[src/rtl/mage_pkg.sv]
// Shared types and sizing for the HWLP iteration-variable generator and register file.
// Level 0 of every per-level vector is the innermost loop.
package mage_pkg;

  localparam int N_LP              = 4;
  localparam int NBIT_LP_IV        = 8;
  localparam int HWLP_RF_SIZE      = 8;
  localparam int LOG2_HWLP_RF_SIZE = $clog2(HWLP_RF_SIZE);
  localparam int NBIT_N_LP         = $clog2(N_LP) + 1;

  typedef logic [NBIT_LP_IV-1:0] hwlp_iv_t;

  typedef enum logic [1:0] {
    IDLE,
    RUN,
    DRAIN
  } hwlp_gen_state_e;

  typedef struct packed {
    hwlp_iv_t [N_LP-1:0] iv;
    logic [N_LP-1:0]     end_cond;
    logic                end_lp;
    logic                valid;
  } hwlp_entry_t;

endpackage

[src/rtl/hwlp_iv_counter.sv]
// One loop level: presents the current IV (init while loading) and its wrap flag combinationally;
// advances on carry_in, reloading init on wrap. No internal backpressure; carry_in is the enable.
module hwlp_iv_counter
  import mage_pkg::*;
(
  input  logic     clk,
  input  logic     rst,
  input  hwlp_iv_t init_val,
  input  hwlp_iv_t end_val,
  input  hwlp_iv_t step_val,
  input  logic     carry_in,
  input  logic     load,
  output hwlp_iv_t iv,
  output logic     wrap
);

  hwlp_iv_t              iv_q;
  logic [NBIT_LP_IV:0]   sum;

  assign iv   = load ? init_val : iv_q;
  // One extra bit so iv+step never aliases below end.
  assign sum  = {1'b0, iv} + {1'b0, step_val};
  assign wrap = sum > {1'b0, end_val};

  always_ff @(posedge clk or posedge rst) begin
    if (rst) begin
      iv_q <= '0;
    end else if (carry_in) begin
      iv_q <= wrap ? init_val : sum[NBIT_LP_IV-1:0];
    end else if (load) begin
      iv_q <= init_val;
    end
  end

endmodule

[src/rtl/hwlp_iv_gen.sv]
// Walks a loop nest, shifting one IV tuple per cycle into an HWLP_RF_SIZE-deep RF; init tuple in entry 0
// one cycle after start. stall_i freezes everything; abort_i flushes to IDLE.
module hwlp_iv_gen
  import mage_pkg::*;
(
  input  logic                                       clk_i,
  input  logic                                       rst_i,
  input  logic                                       start_i,
  input  logic                                       abort_i,
  input  logic                                       stall_i,
  input  logic [NBIT_N_LP-1:0]                       reg_n_lp_i,
  input  logic [N_LP*NBIT_LP_IV-1:0]                 reg_lp_init_i,
  input  logic [N_LP*NBIT_LP_IV-1:0]                 reg_lp_end_i,
  input  logic [N_LP*NBIT_LP_IV-1:0]                 reg_lp_step_i,
  output logic [HWLP_RF_SIZE*N_LP*NBIT_LP_IV-1:0]    hwlp_rf_o,
  output logic [HWLP_RF_SIZE-1:0]                    hwlp_valid_o,
  output logic [HWLP_RF_SIZE-1:0]                    end_lp_o,
  output logic [HWLP_RF_SIZE*N_LP-1:0]               hwlp_end_condition_o,
  output logic                                       busy_o,
  output logic                                       done_o
);

  hwlp_gen_state_e      state_q, state_d;
  hwlp_entry_t          rf_q [HWLP_RF_SIZE];
  hwlp_entry_t          new_entry;
  hwlp_iv_t [N_LP-1:0]  init_q, end_q, step_q;
  hwlp_iv_t [N_LP-1:0]  init_c, end_c, step_c, iv;
  logic [N_LP-1:0]      act_q, act_c, wrap, carry, end_cond;
  logic                 idle, accept, adv, shift, final_tuple, acc;

  assign idle   = (state_q == IDLE);
  // A start that coincides with a stall is not taken, since nothing could shift in that cycle.
  assign accept = idle & start_i & ~abort_i & ~stall_i;
  assign adv    = accept | ((state_q == RUN) & ~stall_i & ~abort_i);
  assign shift  = adv | ((state_q == DRAIN) & ~stall_i & ~abort_i);
  assign busy_o = ~idle;

  // In IDLE the counters see the live registers so the init tuple can be pushed on the start cycle.
  always_comb begin
    init_c = init_q;
    end_c  = end_q;
    step_c = step_q;
    act_c  = act_q;
    if (idle) begin
      for (int k = 0; k < N_LP; k++) begin
        act_c[k]  = (k < int'(reg_n_lp_i));
        init_c[k] = '0;
        end_c[k]  = '0;
        step_c[k] = hwlp_iv_t'(1);
        if (act_c[k]) begin
          init_c[k] = reg_lp_init_i[k*NBIT_LP_IV +: NBIT_LP_IV];
          end_c[k]  = reg_lp_end_i[k*NBIT_LP_IV +: NBIT_LP_IV];
          if (reg_lp_step_i[k*NBIT_LP_IV +: NBIT_LP_IV] != '0)
            step_c[k] = reg_lp_step_i[k*NBIT_LP_IV +: NBIT_LP_IV];
        end
      end
    end
  end

  always_comb begin
    acc   = adv;
    carry = '0;
    for (int k = 0; k < N_LP; k++) begin
      carry[k] = acc;
      acc      = acc & wrap[k];
    end
  end

  for (genvar k = 0; k < N_LP; k++) begin : g_lvl
    hwlp_iv_counter u_cnt (
      .clk      (clk_i),
      .rst      (rst_i),
      .init_val (init_c[k]),
      .end_val  (end_c[k]),
      .step_val (step_c[k]),
      .carry_in (carry[k]),
      .load     (idle),
      .iv       (iv[k]),
      .wrap     (wrap[k])
    );
  end

  assign end_cond    = wrap | ~act_c;
  assign final_tuple = &end_cond;

  always_comb begin
    new_entry          = '0;
    new_entry.iv       = iv;
    new_entry.end_cond = end_cond;
    new_entry.end_lp   = final_tuple;
    new_entry.valid    = 1'b1;
  end

  always_comb begin
    state_d = state_q;
    done_o  = 1'b0;
    if (abort_i) begin
      state_d = IDLE;
    end else begin
      case (state_q)
        IDLE:    if (accept) state_d = final_tuple ? DRAIN : RUN;
        RUN:     if (adv && final_tuple) state_d = DRAIN;
        DRAIN: begin
          if (!stall_i && !(|hwlp_valid_o)) begin
            done_o  = 1'b1;
            state_d = IDLE;
          end
        end
        default: state_d = IDLE;
      endcase
    end
  end

  always_ff @(posedge clk_i or posedge rst_i) begin
    if (rst_i) state_q <= IDLE;
    else       state_q <= state_d;
  end

  always_ff @(posedge clk_i or posedge rst_i) begin
    if (rst_i) begin
      init_q <= '0;
      end_q  <= '0;
      step_q <= '0;
      act_q  <= '0;
    end else if (accept) begin
      init_q <= init_c;
      end_q  <= end_c;
      step_q <= step_c;
      act_q  <= act_c;
    end
  end

  always_ff @(posedge clk_i or posedge rst_i) begin
    if (rst_i) begin
      for (int j = 0; j < HWLP_RF_SIZE; j++) rf_q[j] <= '0;
    end else if (abort_i) begin
      for (int j = 0; j < HWLP_RF_SIZE; j++) rf_q[j] <= '0;
    end else if (shift) begin
      rf_q[0] <= adv ? new_entry : '0;
      for (int j = 1; j < HWLP_RF_SIZE; j++) rf_q[j] <= rf_q[j-1];
    end
  end

  always_comb begin
    hwlp_rf_o            = '0;
    hwlp_valid_o         = '0;
    end_lp_o             = '0;
    hwlp_end_condition_o = '0;
    for (int j = 0; j < HWLP_RF_SIZE; j++) begin
      hwlp_rf_o[j*N_LP*NBIT_LP_IV +: N_LP*NBIT_LP_IV] = rf_q[j].iv;
      hwlp_valid_o[j]                                 = rf_q[j].valid;
      end_lp_o[j]                                     = rf_q[j].end_lp;
      hwlp_end_condition_o[j*N_LP +: N_LP]            = rf_q[j].end_cond;
    end
  end

endmodule

[config.mk]
export PLATFORM = sky130hd
export DESIGN_NAME = hwlp_iv_gen
export DESIGN_NICKNAME = d
export VERILOG_FILES = /design/src/rtl/mage_pkg.sv /design/src/rtl/hwlp_iv_counter.sv /design/src/rtl/hwlp_iv_gen.sv
export SDC_FILE = /design/constraint.sdc
export NUM_CORES = 1
export LEC_CHECK = 0
export CAP_MARGIN = 5
export CORE_ASPECT_RATIO = 1.25
export CORE_MARGIN = 4
export CORE_UTILIZATION = 40
export DETAILED_ROUTE_END_ITERATION = 7
export SYNTH_ARGS = -nofsm -noshare
export SYNTH_HDL_FRONTEND = slang
export SYNTH_SLANG_ARGS = --single-unit
export TNS_END_PERCENT = 50
[constraint.sdc]
create_clock -name clk_i -period 16.7 [get_ports clk_i]
set_input_delay 1.67 -clock clk_i [delete_from_list [all_inputs] [get_ports clk_i]]
set_output_delay 1.67 -clock clk_i [all_outputs]
set_load 0.01 [all_outputs]
# After elaboration in Yosys (flattened, before gate mapping)
# Cells that the tools add are included.
# word_totals
regBits	438
in_bits	104
output_inout_bits	306
word_cells	165
# classes
addsub	4
order_cmp	8
n_eq_ne	5
muxes	44
bitwise_logic	17
n_reduce_logical	13
# op_table
op	n
$mux W304	2
$mux W8	28
$mux W32	3
$mux W38	1
$add A8 B8 Y9	4
$gt A9 B8 Y1	4
$reduce_bool A8 Y1	4
$and A1 B1 Y1	10
$mux W2	5
$reduce_or A8 Y1	1
$lt A1 B3 Y1 const A	2
$lt A2 B3 Y1 const A	2
$ne A3 B2 Y1 const B	2
$pmux W2 S3	1
$mux W4	1
$not A4 Y4	1
$or A4 B4 Y4	1
$reduce_and A4 Y1	1
$mux W1	3
$ne A3 B3 Y1 const B	1
$not A1 Y1	3
$reduce_and A3 Y1	1
$eq A2 B1 Y1 const B	1
$eq A2 B2 Y1 const B	1
5 further kinds	8

# Depth between registers and ports, before layout
# Gate-level depths: netlist of run 1.
# logic_depth
word_depth	12
mapped_depth	25

# Hierarchy
# A second synthesis of run 1 with hierarchy kept.
# unflattened
hier_cells	2174
area_unflattened_um2	21187.8
# modules_own_cells
module	n_inst	cells_each	area_per_inst_um2	seq_area_each_um2
hwlp_iv_gen	1	1706	17093.9	10159.7
hwlp_iv_counter	4	117	1023.5	200.2

# Worst setup path before layout of run 1
# No wires, ideal clock.
# synth_timing
path_kind	input port to flip-flop
start	input port reg_lp_step_i[28]
end	register g_lvl[3].u_cnt.iv_q[3]
arrival_time_ns	5.883
slack_ns	10.692
cell_stages	19
path_buffers	0
cell_sequence	or4_1 -> nor4_1 -> nor4b_1 -> nor2_1 -> ha_1 -> inv_1 -> fa_1 -> nand2b_1 -> a21oi_1 -> o21ai_1 -> nand2_1 -> xor2_1 -> ha_1 -> a21o_1 -> a21oi_1 -> a22oi_1 -> a2111oi_2 -> mux2_2 -> mux2_2
# synth_between
elab_chain_len	8
# synth_lines
item	line	text
start, declared	hwlp_iv_gen.sv:14	input logic [N_LP*NBIT_LP_IV-1:0] reg_lp_step_i,
$reduce_bool A8 Y1 (*)	hwlp_iv_gen.sv:53	if (reg_lp_step_i[k*NBIT_LP_IV +: NBIT_LP_IV] != '0)
$mux W8 (*)	hwlp_iv_gen.sv:53	
$mux W8 (*)	hwlp_iv_gen.sv:50	if (act_c[k]) begin
$mux W32 (*)	hwlp_iv_gen.sv:44	if (idle) begin
via g_lvl[3].u_cnt.step_val[0]	hwlp_iv_counter.sv:10	input hwlp_iv_t step_val,
$add A8 B8 Y9 (*)	hwlp_iv_counter.sv:22	assign sum = {1'b0, iv} + {1'b0, step_val};
$gt A9 B8 Y1	hwlp_iv_counter.sv:23	assign wrap = sum > {1'b0, end_val};
$mux W8 (*)	hwlp_iv_counter.sv:29	iv_q <= wrap ? init_val : sum[NBIT_LP_IV-1:0];
$mux W8 (*)	hwlp_iv_counter.sv:28	end else if (carry_in) begin
end signal, assigned	hwlp_iv_counter.sv:29	
end signal, assigned	hwlp_iv_counter.sv:31	iv_q <= init_val;
end, declared	hwlp_iv_counter.sv:17	hwlp_iv_t iv_q;
# Mark *: on every way through the listed nets, which the timed path passes. The rest lies on a longest branch.
# A chain may end at the register's enable or synchronous reset.

# Worst setup path in the final report of run 1
# layout_timing
start	input port reg_n_lp_i[2]
end	register g_lvl[3].u_cnt.iv_q[6]
# layout_between
elab_chain_len	10
word_cells_on_any_way	36
classes_between	add/sub: 4; order compare: 8; mux: 21; bitwise: 3
# layout_lines
item	line	text
start, declared	hwlp_iv_gen.sv:11	input logic [NBIT_N_LP-1:0] reg_n_lp_i,
$lt A1 B3 Y1	hwlp_iv_gen.sv:46	act_c[k] = (k < int'(reg_n_lp_i));
$mux W8	hwlp_iv_gen.sv:50	
$mux W32	hwlp_iv_gen.sv:44	
$mux W8	n/a	
$add A8 B8 Y9	hwlp_iv_counter.sv:22	
$gt A9 B8 Y1	hwlp_iv_counter.sv:23	
$and A1 B1 Y1 (3 in a row)	hwlp_iv_gen.sv:65	acc = acc & wrap[k];
$mux W8 (*)	hwlp_iv_counter.sv:28	
# Mark *: on every way between the ends. The rest lies on a longest branch, timed or not.

==> impl_metrics.prom, run 1 <==
# TYPE chip_impl_metric gauge
chip_impl_metric{name="fin_nets",unit=""} 2742
chip_impl_metric{name="grt_pass1_vias",unit=""} 17310
chip_impl_info{name="worstPathCellList",value="clkdlybuf4s50_1 > nor3_1 > nor2_1 > a22o_1 > ha_1 > inv_1 > fa_1 > nor2b_1 > nand4_1 > a22oi_1 > nor2_1 > xnor2_1 > ha_1 > and3_1 > and3_1 > a211oi_1 > a311o_1 > buf_4 > nand2_1 > nor3_4 > mux2_2"} 1
chip_impl_metric{name="area.growth.synth_to_final",unit="%"} 30.11
chip_impl_metric{name="numCtsBuffers",unit=""} 47
chip_impl_metric{name="synth.top_cell.area_share",unit="%"} 53.04
chip_impl_info{name="delay_heaviest_family_cp",value="simple AND/OR/NAND/NOR gates"} 1
chip_impl_metric{name="cts.htree.levels",unit=""} 2
chip_impl_metric{name="netSwitchingFraction",unit="%"} 40.27
chip_impl_metric{name="synth-seq-cells",unit=""} 438
chip_impl_metric{name="final_cells",unit=""} 3262
chip_impl_metric{name="drc",unit=""} 0
chip_impl_metric{name="grt_pass1_wl",unit="mm"} 99.95
chip_impl_metric{name="fp.coreArea",unit="sq um"} 50760
chip_impl_metric{name="grt_usage",unit="%"} 22.37
chip_impl_metric{name="power-per-cell-area",unit="nW/um^2"} 178.6
chip_impl_metric{name="grt.met3_usage",unit="%"} 3.666
chip_impl_metric{name="post_drt_via_cell_ratio",unit=""} 5.338
chip_impl_metric{name="place.detailed.instances",unit=""} 3179
chip_impl_info{name="tritoncts",value="yes"} 1
chip_impl_metric{name="port_buffers",unit=""} 409
chip_impl_metric{name="die_x",unit="microns"} 211.3
chip_impl_metric{name="antenna_violations_before_repair",unit=""} 0
chip_impl_info{name="top_usage_layer",value="met2"} 1
chip_impl_metric{name="start_util",unit="%"} 40.71
chip_impl_metric{name="critical_path.n_buffers_inverters",unit=""} 3
chip_impl_metric{name="tightest_slew",unit="ns"} 1.148
chip_impl_metric{name="seqPwrFrac",unit="%"} 28.1
chip_impl_metric{name="number_of_nets_with_antenna_violations_after_routing",unit=""} 0
chip_impl_metric{name="p_leak",unit="nW"} 11.62
chip_impl_metric{name="grt_use_met2",unit="%"} 36.48
chip_impl_metric{name="clock_path_buffers",unit=""} 3
chip_impl_info{name="yosys-top-cells-area",value="sky130_fd_sc_hd__dfrtp_1, sky130_fd_sc_hd__nand2_1, sky130_fd_sc_hd__a21oi_1"} 1
chip_impl_info{name="yosys.area.top_type",value="sky130_fd_sc_hd__dfrtp_1"} 1
chip_impl_metric{name="worst_slew_margin_rel",unit="%"} 23.48
chip_impl_metric{name="cts-resized-gates",unit=""} 0
chip_impl_info{name="timing.setup.critical_path_class",value="in -> reg"} 1
chip_impl_info{name="hold_class",value="reg -> reg"} 1
chip_impl_metric{name="synth-edff-count",unit=""} 0
chip_impl_metric{name="die_area",unit="sq um"} 55380
chip_impl_metric{name="worstPathArrival",unit="ns"} 8.36
chip_impl_metric{name="vdd_ir_drop_max",unit="uV"} 179.7
chip_impl_metric{name="global_route.usage.met1",unit="%"} 30.67
chip_impl_metric{name="cts.clk_slew.worst_paths",unit="ns"} 0.06
chip_impl_metric{name="dr.first_iter.drc_count",unit=""} 1449
chip_impl_info{name="synthMostInstantiatedCell",value="sky130_fd_sc_hd__nand2_1"} 1
chip_impl_metric{name="critPathMaxFanout",unit=""} 24
chip_impl_info{name="postSynth.topFlopCell",value="sky130_fd_sc_hd__dfrtp_1"} 1
chip_impl_metric{name="power.combinational.fraction",unit="%"} 48.4
chip_impl_metric{name="globalRoute.totalOverflow",unit=""} 0
chip_impl_metric{name="final_period_util",unit="%"} 47.40
chip_impl_metric{name="cts_hold_buf",unit=""} 0
chip_impl_metric{name="synth.lib_cells_used.distinct",unit=""} 59
chip_impl_metric{name="grt_start_max_net_pins",unit=""} 177
chip_impl_metric{name="totalNegativeSetupSlack",unit="ns"} 0
chip_impl_metric{name="final.min_clock_period",unit="ns"} 7.917
chip_impl_metric{name="preCtsSetupSlack",unit="ns"} 8.257
chip_impl_metric{name="post-cts-setup-buffers",unit=""} 0
chip_impl_info{name="start_kind",value="input port"} 1
chip_impl_metric{name="worst_clock_skew",unit="ns"} 0.009760
chip_impl_metric{name="first_pass_iters",unit=""} 5
chip_impl_info{name="critPathSlowestCell",value="sky130_fd_sc_hd__clkdlybuf4s50_1"} 1
chip_impl_info{name="rsz0062_at_grt",value="false"} 1
chip_impl_metric{name="slew_viol_final",unit=""} 0
chip_impl_metric{name="layout-drive-gt1-share",unit="%"} 6.759
chip_impl_metric{name="route.final.wire_length",unit="mm"} 64.56
chip_impl_metric{name="synth_nets",unit=""} 2417
chip_impl_metric{name="yosys_warnings",unit=""} 0
chip_impl_metric{name="antenna-diode-count",unit=""} 0
chip_impl_info{name="ctsRootBufferMaster",value="sky130_fd_sc_hd__clkbuf_16"} 1
chip_impl_info{name="netlist_top_cells_count",value="sky130_fd_sc_hd__nand2_1, sky130_fd_sc_hd__dfrtp_1, sky130_fd_sc_hd__a21oi_1, sky130_fd_sc_hd__clkbuf_1, sky130_fd_sc_hd__o21ai_0"} 1
chip_impl_info{name="run_status",value="finished, final reports clean"} 1
chip_impl_metric{name="maxCapViolations",unit=""} 0
chip_impl_info{name="critical_path.endpoint_type",value="register"} 1
chip_impl_metric{name="worst-endpoint-required",unit="ns"} 17.15
chip_impl_metric{name="fmaxAchievable",unit="GHz"} 0.1263
chip_impl_metric{name="power_frac_clock",unit="%"} 23.5
chip_impl_metric{name="report.final.hold_viol_count",unit=""} 0
chip_impl_metric{name="post_drt_wl_per_cell",unit="microns"} 19.79
chip_impl_metric{name="synth.yosys.seq_area_share",unit="%"} 53.04
chip_impl_metric{name="vias",unit=""} 17410
chip_impl_metric{name="synth-async-reset-ratio",unit="%"} 100.0
chip_impl_metric{name="globalplace.congestion",unit=""} 0.8966
chip_impl_metric{name="cpPeakStageDelay",unit="ns"} 0.98
chip_impl_metric{name="final_critical_path_setup_slack",unit="ns"} 8.783
chip_impl_metric{name="cell_internal_pwr",unit="W"} 0.002869
chip_impl_metric{name="post_synth_design_cell_area",unit="sq um"} 20660
chip_impl_metric{name="die_h",unit="microns"} 262.1
chip_impl_metric{name="place.detailed.hpwl",unit="mm"} 45.24
chip_impl_metric{name="avgSynthCellArea",unit="sq um"} 9.205
chip_impl_metric{name="placement_rows",unit=""} 92
chip_impl_metric{name="postSynthCellCount",unit=""} 2245
chip_impl_metric{name="clock_sinks",unit=""} 438
chip_impl_metric{name="p_sw",unit="W"} 0.001934
chip_impl_metric{name="setup-violations-final",unit=""} 0
chip_impl_metric{name="boundaryPins",unit=""} 410
chip_impl_metric{name="clk-insertion-delay-late",unit="ns"} 0.56
-- state kept, by name, indices dropped and copies added, names as in the netlist --
signal / flops
act_q: 4
g_lvl.u_cnt.iv_q: 32
end_q: 32
hwlp_valid_o: 8
end_lp_o: 8
step_q: 32
state_q: 2
hwlp_rf_o: 256
init_q: 32
hwlp_end_condition_o: 32
-- worst min-delay path: cells and delay by family, from the launching register on --
family	cells	cell delay, ns
flops	1	0.34
compound gates	1	0.06
simple gates	1	0.04
-- layer usage --
layer | up-vias | share of wire (%)
met4 | 0 | 3.3
li1 | 8311 | -
met1 | 8471 | 43
met3 | 102 | 5.6
met5 | - | 0
met2 | 527 | 48
-- cells by family after synthesis --
| group | synth area share, % |
|---|---|
| buf+inv | 3.663 |
| xor+xnor | 1.695 |
| simple gates | 16.42 |
| mux | 4.608 |
| flops | 53.04 |
| compound gates | 16.31 |
| fa+ha+maj | 4.263 |
-- path summary, 6_finish.rpt --
kind | depth (start not counted) | to | from | slack, ns
max in group asynchronous | 4 | hwlp_rf_o[111] | rst_i | 12.67
worst min register to register | 2 | init_q[2] | init_q[2] | 0.48
worst min-delay path | 2 | init_q[2] | init_q[2] | 0.48
min in group asynchronous | 2 | hwlp_rf_o[109] | rst_i | 1.66
worst max-delay path | 21 | g_lvl[3].u_cnt.iv_q[6] | reg_n_lp_i[2] | 8.78
worst max register to register | 22 | g_lvl[3].u_cnt.iv_q[6] | state_q[1] | 10.15
-- cell type report --
| type | count | area (sq um) |
|---|---|---|
| inverters | 47 | 186.4 |
| flip-flops and latches | 438 | 10960 |
| fillers | 4751 | 23880 |
| multi-input cells | 1607 | 8995 |
| clock buffers | 61 | 1289 |
| well taps | 658 | 823.3 |
| clock inverters | 22 | 371.6 |
| repair buffers | 429 | 4262 |
-- cells in the final DEF, fill, tap and decap left out, types with 14 or more instances in the layout --
cell type                         synthesis  routed
sky130_fd_sc_hd__nand2_1                679     679
sky130_fd_sc_hd__dfrtp_1                438     438
sky130_fd_sc_hd__clkdlybuf4s50_1          0     408
sky130_fd_sc_hd__a21oi_1                328     328
sky130_fd_sc_hd__o21ai_0                 91      91
sky130_fd_sc_hd__mux2_2                  65      65
sky130_fd_sc_hd__ha_1                    64      64
sky130_fd_sc_hd__clkbuf_16                0      47
sky130_fd_sc_hd__a22oi_1                 45      45
sky130_fd_sc_hd__a22o_1                  45      45
sky130_fd_sc_hd__inv_1                   46      45
sky130_fd_sc_hd__nor2_1                  45      43
sky130_fd_sc_hd__and3_1                  28      28
sky130_fd_sc_hd__nand3_1                 28      27
sky130_fd_sc_hd__a21o_1                  22      22
sky130_fd_sc_hd__mux2i_1                 22      22
sky130_fd_sc_hd__xor2_1                  21      21
sky130_fd_sc_hd__xnor2_1                 19      19
sky130_fd_sc_hd__buf_4                    0      19
sky130_fd_sc_hd__nor3_1                  14      14
-- power groups by stage --
stage               sequential, W  clock, W  combinational (W)
finish                    0.00135   0.00113            0.00232
global route              0.00137   0.00120            0.00258
CTS                       0.00135   0.00116            0.00232
detailed placement        0.00137         0            0.00231
global placement          0.00136         0            0.00223
floorplan                 0.00134         0            0.00168
-- stage by stage --
step / hold WS (ns) / area [sq um] / util [%] / power, W
2_1_floorplan: 0.4497 / 20660 / - / 0.003019
6_report: 0.4806 / 26890 / 52.97 / 0.004802
3_5_place_dp: 0.4710 / 25230 / 49.69 / 0.003672
4_1_cts: 0.4843 / 26890 / 52.97 / 0.004827
3_3_place_gp: 0.4625 / 25230 / 49.69 / 0.003586
5_1_grt: 0.5019 / 26890 / 52.97 / 0.005149
(Power assumes the default switching activity.)
==> run 2: changes to the inputs <==
==> constraint.sdc (replaced) <==
create_clock -name clk_i -period 8.2 [get_ports clk_i]
set_input_delay 0.82 -clock clk_i [delete_from_list [all_inputs] [get_ports clk_i]]
set_output_delay 0.82 -clock clk_i [all_outputs]
set_load 0.01 [all_outputs]
==> run 2 against run 1 <==
  * Final cell count hardly changed
  * Utilization is 0.16 points higher
  * Sequential power up 100%
  * Wire length grew 0.29%
  * Combinational power rose by 100%
  * Non-clock buffer count increased by 2
  * Clock skew grew 0.0030 ns
  * Critical path type is now reg -> reg
==> impl_metrics.prom, run 2 (same netlist as run 1, synthesis figures left out) <==
# TYPE chip_impl_metric gauge
chip_impl_info{name="run_status",value="finished, final reports clean"} 1
chip_impl_metric{name="vdd_ir_drop_max",unit="uV"} 353.7
chip_impl_info{name="timing.setup.critical_path_class",value="reg -> reg"} 1
chip_impl_metric{name="die_h",unit="microns"} 262.1
chip_impl_metric{name="place.detailed.hpwl",unit="mm"} 44.99
chip_impl_metric{name="area.growth.synth_to_final",unit="%"} 30.50
chip_impl_metric{name="start_util",unit="%"} 40.71
chip_impl_metric{name="drc",unit=""} 0
chip_impl_metric{name="cts_hold_buf",unit=""} 0
chip_impl_metric{name="largest_register_ff_count",unit=""} 256
chip_impl_metric{name="p_leak",unit="nW"} 11.67
chip_impl_metric{name="power.combinational.fraction",unit="%"} 48.2
chip_impl_metric{name="cell_internal_pwr",unit="W"} 0.005880
chip_impl_metric{name="fp.coreArea",unit="sq um"} 50760
chip_impl_metric{name="report.final.hold_viol_count",unit=""} 0
chip_impl_metric{name="first_pass_iters",unit=""} 5
chip_impl_metric{name="cts.clk_slew.worst_paths",unit="ns"} 0.06
chip_impl_metric{name="dr.first_iter.drc_count",unit=""} 1431
chip_impl_metric{name="fin_nets",unit=""} 2745
chip_impl_metric{name="final.min_clock_period",unit="ns"} 6.129
chip_impl_metric{name="clock_path_buffers",unit=""} 3
chip_impl_metric{name="min_delay_path_depth",unit=""} 2
chip_impl_info{name="tritoncts",value="yes"} 1
chip_impl_metric{name="antenna_violations_before_repair",unit=""} 0
chip_impl_metric{name="globalplace.congestion",unit=""} 0.8610
chip_impl_metric{name="placement_rows",unit=""} 92
chip_impl_metric{name="critPathMaxFanout",unit=""} 78
chip_impl_metric{name="power-per-cell-area",unit="nW/um^2"} 364.1
chip_impl_metric{name="worst-endpoint-required",unit="ns"} 8.65
chip_impl_metric{name="preCtsSetupSlack",unit="ns"} 1.554
chip_impl_info{name="rsz0062_at_grt",value="false"} 1
chip_impl_info{name="layout.cells.most_common",value="sky130_fd_sc_hd__nand2_1"} 1
chip_impl_metric{name="grt_pass1_vias",unit=""} 16890
chip_impl_metric{name="cts-resized-gates",unit=""} 0
chip_impl_metric{name="p_sw",unit="W"} 0.003940
chip_impl_metric{name="worst-r2r-cell-count",unit=""} 21
chip_impl_metric{name="worstPathArrival",unit="ns"} 6.58
chip_impl_metric{name="fmaxAchievable",unit="GHz"} 0.1631
chip_impl_metric{name="grt_pass1_wl",unit="mm"} 99.59
chip_impl_metric{name="grt_usage",unit="%"} 22.40
chip_impl_metric{name="die_area",unit="sq um"} 55380
chip_impl_metric{name="post-cts-setup-buffers",unit=""} 0
chip_impl_info{name="layout.cells.most_common_list",value="sky130_fd_sc_hd__nand2_1, sky130_fd_sc_hd__dfrtp_1, sky130_fd_sc_hd__clkdlybuf4s50_1"} 1
chip_impl_metric{name="post_drt_wl_per_cell",unit="microns"} 19.84
chip_impl_info{name="critical_path.endpoint_type",value="register"} 1
chip_impl_metric{name="power_frac_clock",unit="%"} 23.8
chip_impl_metric{name="layout-drive-gt1-share",unit="%"} 6.869
chip_impl_metric{name="number_of_nets_with_antenna_violations_after_routing",unit=""} 0
chip_impl_metric{name="clk-insertion-delay-late",unit="ns"} 0.57
chip_impl_metric{name="final_critical_path_setup_slack",unit="ns"} 2.071
chip_impl_metric{name="totalNegativeSetupSlack",unit="ns"} 0
chip_impl_metric{name="slew_viol_final",unit=""} 0
chip_impl_metric{name="route.final.wire_length",unit="mm"} 64.75
chip_impl_metric{name="clock_sinks",unit=""} 438
chip_impl_metric{name="seqPwrFrac",unit="%"} 28.0
chip_impl_info{name="start_kind",value="register"} 1
chip_impl_metric{name="numCtsBuffers",unit=""} 48
chip_impl_metric{name="vias",unit=""} 17450
chip_impl_metric{name="cts.htree.levels",unit=""} 2
chip_impl_metric{name="netSwitchingFraction",unit="%"} 40.12
chip_impl_metric{name="globalRoute.totalOverflow",unit=""} 0
chip_impl_info{name="ctsRootBufferMaster",value="sky130_fd_sc_hd__clkbuf_16"} 1
chip_impl_metric{name="maxCapViolations",unit=""} 0
chip_impl_metric{name="port_buffers",unit=""} 409
chip_impl_metric{name="worst_slew_margin_rel",unit="%"} 18.28
chip_impl_metric{name="post_drt_via_cell_ratio",unit=""} 5.345
chip_impl_metric{name="die_x",unit="microns"} 211.3
chip_impl_info{name="hold_class",value="reg -> reg"} 1
chip_impl_metric{name="worst_clock_skew",unit="ns"} 0.01272
chip_impl_metric{name="final_period_util",unit="%"} 74.75
chip_impl_metric{name="setup-violations-final",unit=""} 0
chip_impl_metric{name="boundaryPins",unit=""} 410
chip_impl_metric{name="antenna-diode-count",unit=""} 0
chip_impl_metric{name="tightest_slew",unit="ns"} 1.226
chip_impl_metric{name="grt_start_max_net_pins",unit=""} 187
-- run 2: cell types whose count changed in the layout (fill, tap and decap cells not counted) --
cell	change
sky130_fd_sc_hd__inv_6	-1
sky130_fd_sc_hd__inv_8	-1
sky130_fd_sc_hd__buf_12	+3
sky130_fd_sc_hd__bufinv_16	-1
sky130_fd_sc_hd__clkinv_2	+1
sky130_fd_sc_hd__buf_4	-1
sky130_fd_sc_hd__clkbuf_1	-1
sky130_fd_sc_hd__clkinvlp_4	-2
sky130_fd_sc_hd__clkbuf_8	+3
sky130_fd_sc_hd__clkbuf_16	+2
-- run 2: area by class of cell --
cell class	instances	area, sq um
multi-input cells	1607	8995
clock buffers	65	1376
well taps	658	823.3
repair buffers	431	4314
clock inverters	18	315.3
fillers	4683	23800
flip-flops and latches	438	10960
inverters	47	182.7
-- run 2: routing by layer --
metal / vias to the layer above / track usage, % / share of wire (%)
met2: 514 / 35.92 / 47
met4: 0 / 6.175 / 2.7
met5: - / 0 / 0
met3: 86 / 3.952 / 6.0
li1: 8318 / - / -
met1: 8527 / 31.59 / 44
-- run 2: worst paths after layout --
check | from | endpoint | slack [ns]
max in group asynchronous | rst_i | hwlp_rf_o[177] | 5.87
setup reg to reg | state_q[1] | g_lvl[3].u_cnt.iv_q[4] | 2.07
hold / removal | end_q[13] | end_q[13] | 0.48
hold reg to reg | end_q[13] | end_q[13] | 0.48
setup / recovery | state_q[1] | g_lvl[3].u_cnt.iv_q[4] | 2.07
min in group asynchronous | rst_i | step_q[12] | 0.85
-- run 2: worst max-delay path: stages, from the launching register on --
cell                        delay, ns
sky130_fd_sc_hd__dfrtp_1         0.49
sky130_fd_sc_hd__nor2_4          0.07
sky130_fd_sc_hd__inv_4           0.60
sky130_fd_sc_hd__a2111oi_0       0.28
sky130_fd_sc_hd__nor2_1          0.21
sky130_fd_sc_hd__ha_1            0.20
sky130_fd_sc_hd__inv_1           0.06
sky130_fd_sc_hd__fa_1            0.43
sky130_fd_sc_hd__nor2b_1         0.18
sky130_fd_sc_hd__nand4_1         0.14
sky130_fd_sc_hd__a22oi_1         0.30
sky130_fd_sc_hd__nor2_1          0.10
sky130_fd_sc_hd__xnor2_1         0.25
sky130_fd_sc_hd__ha_1            0.30
sky130_fd_sc_hd__and3_1          0.18
sky130_fd_sc_hd__and3_1          0.18
sky130_fd_sc_hd__a211oi_1        0.23
sky130_fd_sc_hd__a311o_1         0.16
sky130_fd_sc_hd__buf_4           0.25
sky130_fd_sc_hd__nand2_1         0.40
sky130_fd_sc_hd__nor3_4          0.56
sky130_fd_sc_hd__mux2_2          0.40
-- run 2: through the flow --
stage	hold WS, ns	cell area (sq um)	instances	util, %	power, W
finish	0.4770	26970	3264	53.12	0.009819
global route	0.5029	26970	3264	53.12	0.01054
CTS	0.4846	26970	3264	53.12	0.009903
detailed placement	0.4722	25280	3181	49.79	0.007514
global placement	0.4633	25280	3181	49.79	0.007395
floorplan	0.4497	20670	2245	-	0.006149
-- run 2: power groups by stage --
stage          registers (W)  clock network [W]  logic [W]
2_1_floorplan        0.00273                  0    0.00342
3_3_place_gp         0.00277                  0    0.00463
3_5_place_dp         0.00278                  0    0.00473
4_1_cts              0.00275            0.00240    0.00476
5_1_grt              0.00278            0.00249    0.00527
6_report             0.00275            0.00234    0.00474
